`src/rtl/mux_arbiter.sv`:
```
`default_nettype none
// ============================================================================
// Module      : mux_arbiter
// Description : Two-requester valid/ready arbiter feeding a single registered
//               output slot. Grant is combinational with a rotating priority
//               pointer; the output slot can drain and refill in one cycle.
//               Optional grant-hold (lock) inputs are enabled by defining the
//               macro MUX_ARBITER_LOCK_EN.
// Revision    : 1.0 - initial release
// ============================================================================
module mux_arbiter #(
    parameter int DATA_W = 8
) (
    input  logic              clk,
    input  logic              reset_n,
    input  logic              a_valid_i,
    input  logic [DATA_W-1:0] a_data_i,
    output logic              a_ready_o,
    input  logic              b_valid_i,
    input  logic [DATA_W-1:0] b_data_i,
    output logic              b_ready_o,
    output logic              y_valid_o,
    output logic [DATA_W-1:0] y_data_o,
    input  logic              y_ready_i,
    output logic              sel_o
`ifdef MUX_ARBITER_LOCK_EN
    ,
    input  logic              a_lock_i,
    input  logic              b_lock_i
`endif
);

    localparam logic [0:0] c_st_empty = 1'b0;
    localparam logic [0:0] c_st_full  = 1'b1;

    logic [0:0]        r_state;
    logic [0:0]        w_state_next;
    logic              r_prefer_b;
    logic [DATA_W-1:0] r_data;
    logic              r_sel;

    logic              w_grant_a;
    logic              w_grant_b;
    logic              w_can_accept;
    logic              w_xfer_a;
    logic              w_xfer_b;
    logic              w_hold_a;
    logic              w_hold_b;

`ifdef MUX_ARBITER_LOCK_EN
    // A locked winner keeps the priority pointer on itself
    assign w_hold_a = a_lock_i;
    assign w_hold_b = b_lock_i;
`else
    assign w_hold_a = 1'b0;
    assign w_hold_b = 1'b0;
`endif

    // Combinational grant: sole requester wins, ties broken by the pointer
    always_comb begin
        w_grant_a = 1'b0;
        w_grant_b = 1'b0;
        if (a_valid_i && b_valid_i) begin
            w_grant_a = !r_prefer_b;
            w_grant_b = r_prefer_b;
        end else begin
            w_grant_a = a_valid_i;
            w_grant_b = b_valid_i;
        end
    end

    // Slot can take a word when empty or when its current word leaves now
    assign w_can_accept = (r_state == c_st_empty) || y_ready_i;
    // Readies are held low during reset so nothing is accepted on that edge
    assign a_ready_o    = w_grant_a && w_can_accept && reset_n;
    assign b_ready_o    = w_grant_b && w_can_accept && reset_n;
    assign w_xfer_a     = a_valid_i && a_ready_o;
    assign w_xfer_b     = b_valid_i && b_ready_o;

    // State register for the output slot
    always_ff @(posedge clk) begin
        if (!reset_n) begin
            r_state <= c_st_empty;
        end else begin
            r_state <= w_state_next;
        end
    end

    // Next-state: any accepted word fills the slot, a bare drain empties it
    always_comb begin
        w_state_next = r_state;
        case (r_state)
            c_st_empty: begin
                if (w_xfer_a || w_xfer_b) w_state_next = c_st_full;
            end
            c_st_full: begin
                if (w_xfer_a || w_xfer_b) w_state_next = c_st_full;
                else if (y_ready_i)      w_state_next = c_st_empty;
            end
            default: w_state_next = c_st_empty;
        endcase
    end

    // Output decode from state
    always_comb begin
        y_valid_o = (r_state == c_st_full);
    end

    // Datapath and priority pointer; data/sel retain their value on drain
    always_ff @(posedge clk) begin
        if (!reset_n) begin
            r_data     <= '0;
            r_sel      <= 1'b0;
            r_prefer_b <= 1'b0;
        end else if (w_xfer_a) begin
            r_data     <= a_data_i;
            r_sel      <= 1'b0;
            r_prefer_b <= !w_hold_a;
        end else if (w_xfer_b) begin
            r_data     <= b_data_i;
            r_sel      <= 1'b1;
            r_prefer_b <= w_hold_b;
        end
    end

    assign y_data_o = r_data;
    assign sel_o    = r_sel;

endmodule
`default_nettype wire
```
`config.mk`:
```
export PLATFORM = sky130hd
export DESIGN_NAME = mux_arbiter
export DESIGN_NICKNAME = d
export VERILOG_FILES = /design/src/rtl/mux_arbiter.sv
export SDC_FILE = /design/constraint.sdc
export NUM_CORES = 1
export LEC_CHECK = 0
export CAP_MARGIN = 20
export CORE_ASPECT_RATIO = 1.1
export CORE_MARGIN = 10
export CORE_UTILIZATION = 42
export CTS_BUF_LIST = sky130_fd_sc_hd__clkbuf_4
export CTS_CLUSTER_SIZE = 20
export DETAILED_ROUTE_END_ITERATION = 10
export PLACE_DENSITY = 0.95
export SLEW_MARGIN = 20
export SYNTH_ARGS = -nofsm -noshare
export SYNTH_HDL_FRONTEND = slang
export SYNTH_SLANG_ARGS = --single-unit
```
`constraint.sdc`:
```
create_clock -name clk -period 3.5 [get_ports clk]
set_clock_uncertainty 0.15 [all_clocks]
set_input_delay 0.525 -clock clk [delete_from_list [all_inputs] [get_ports clk]]
set_output_delay 0.525 -clock clk [all_outputs]
set_load 0.02 [all_outputs]
```
==> results.cfg <==
[sta]
fin_crit_ps = 2930
setup_tns_ps = 0
final_hold_viol_count = 0
finalSetupViolCount = 0
relSlewSlack_pct = 55.9
worst_pin_slew_ps = 661
slew_violations = 0
fin_crit_sh_pct = 83.7
whs_ps = 391
worst_slack_ps = 570
max_freq_ghz = 0.341
rsz0062_at_grt = false

[floorplan]
num_io_pins = 33
dieArea_sq_um = 3420
die_height_microns = 60.4
die_w_microns = 56.7
start_util_pct = 44.9
core_sq_um = 1380
placementRows = 14

[pwr]
p_total_uw = 345
leakagePower_nw = 0.325
p_per_area_nw_per_um2 = 361
ir_worst_vdd_mv = 0.335

[clocking]
cts-htree-levels = 1
cts_tree = done
cts_made_buffers = 3
cts_sinks = 11
path_clk_slew_ps = 70
insertion_delay_ps = 270
ctsLongestPathBuffers = 2
cts_setup_buffers = 0
root_buffer = clkbuf_4
cts_resized = 0
postCtsHoldBufs = 0

[placement]
dp_slack_ps = 564
dpl-instance-area_sq_um = 923
place.gp.congestion = 0.723
place.port_buffers = 32
dp_hpwl_microns = 1600

[detailed_routing]
drtIter0Drc = 20
vias = 704
drc = 0
wl_per_cell_microns = 19.4
finalWirelength_microns = 2170
routed_via_density = 6.29
ant_nets = 0
firstDrtPassIters = 4

[critical_path]
crit_slowest_cell = clkdlybuf4s50_1
path_common_cell = clkdlybuf4s50_1
path_class = input port to output port
path_max_fanout = 10
worstSetupStartpointType = input port
cp-end-kind = output port
critPathTopFamily = buffers and inverters
crit_chain = clkdlybuf4s50_1 -> a21bo_2 -> nor3_1 -> clkdlybuf4s50_1
cp_num_buf_inv = 2
worstPathArrival_ps = 2250
crit_required_ps = 2820
cp_slowest_stage_delay_ps = 660

[logic_synthesis]
synth.distinct_cells = 22
synth_warnings = 0
synthArstFlopShare_pct = 0
post_synth.cell_area_avg_sq_um = 9.28
synthFlopType = dfxtp_1
synth_edf_count = 0
yosys_register_bits = 11
synth_seq_area_share_pct = 35.4
synth_cells = 67
synth_fp_nets = 88
syn_area_sq_um = 622

[grt]
grt_start_max_net_pins = 22
grtUsageTotal_pct = 12.5
globalRouteOverflowTotal = 0
antenna_found_initial = 0
grt_pass1_vias = 688
grt_pass1_wl_microns = 3480

[worst_hold_path]
hold_class = flip-flop to flip-flop

[outcome]
status = finished clean

[final_layout]
drive_gt1_share_pct = 12.5
final_area_sq_um = 953
syn2layout_area_growth_pct = 53.3
final_nets = 118
diodes = 0

[job]
max-cap-violations = 0
[synth_stat cells, types with 2 or more instances]
cell / count / area share [%]
a311oi_1: 7 / 9.9
clkbuf_1: 2 / 1.2
o21a_1: 2 / 2.4
inv_1: 2 / 1.2
buf_6: 2 / 3.6
a31oi_1: 9 / 9.1
o31ai_1: 8 / 9.7
dfxtp_1: 11 / 35
buf_2: 4 / 3.2
nand4_1: 8 / 8.0
[power by group]
group | internal (mW) | switching, mW
sequential | 0.135 | 0.00528
combinational | 0.0545 | 0.0527
clock | 0.0519 | 0.0453
total | 0.241 | 0.103
[worst register-to-register path: stages, from the launching register on]
cell	delay (ps)
dfxtp_1	350
nor2b_1	370
buf_4	240
o31ai_1	100
a311oi_1	300
[path summary, 6_finish.rpt]
path	start	to	slack, ps	cells past startpoint
worst min-delay path	sel_o	sel_o	390	1
worst max-delay path	a_valid_i	a_ready_o	570	4
worst min register to register	sel_o	sel_o	390	1
worst max register to register	y_valid_o	y_data_o[3]	1890	4
[flip-flops by register name, indices dropped and copies added (netlist names)]
register / cells
y_data_o: 8
r_prefer_b: 1
sel_o: 1
y_valid_o: 1
[cell type report]
class / count / area, sq um
Timing Repair Buffer: 34 / 335
Sequential cell: 11 / 220
Tap cell: 16 / 20.0
Clock buffer: 4 / 30.0
Inverter: 3 / 11.3
Fill cell: 142 / 430
Multi-Input combinational cell: 44 / 337
[through the flow]
stage / cells / utilization, %
floorplan: 67 / -
global placement: 108 / 66.7
detailed placement: 108 / 66.7
CTS: 112 / 68.9
global route: 112 / 68.9
finish: 112 / 68.9
[cell families after synthesis]
group	Yosys count	share of synthesized area [%]
AOI/OAI and AO/OA	31	40.4
and+or+nand+nor	13	13.7
buffers and inverters	12	10.5
DFF	11	35.4
[layer usage]
layer / global-route usage (%) / wire length [microns] / up-vias
met2: 19.9 / 998 / 40
met3: 4.38 / 224 / 4
met4: 6.19 / 49 / 0
met5: 0 / 0 / -
li1: - / - / 334
met1: 14.7 / 896 / 326
[cell usage in the layout (no fill, tap or decap)]
cell type        synthesis  routed
nand4_1                  8       8
a2111oi_2                1       1
a21bo_2                  1       1
clkbuf_4                 0       4
a311oi_1                 7       7
and3_4                   1       1
a21boi_1                 1       1
o31ai_1                  8       8
or2_1                    1       1
buf_4                    0       2
inv_2                    1       1
nand2b_1                 1       1
a31oi_1                  9       9
dfxtp_1                 11      11
a311oi_2                 1       1
nor3_1                   1       1
inv_1                    2       2
o21a_1                   2       2
o221a_2                  1       1
clkdlybuf4s50_1          0      32
nor2b_1                  1       1
Power figures use the tool's default switching activity.
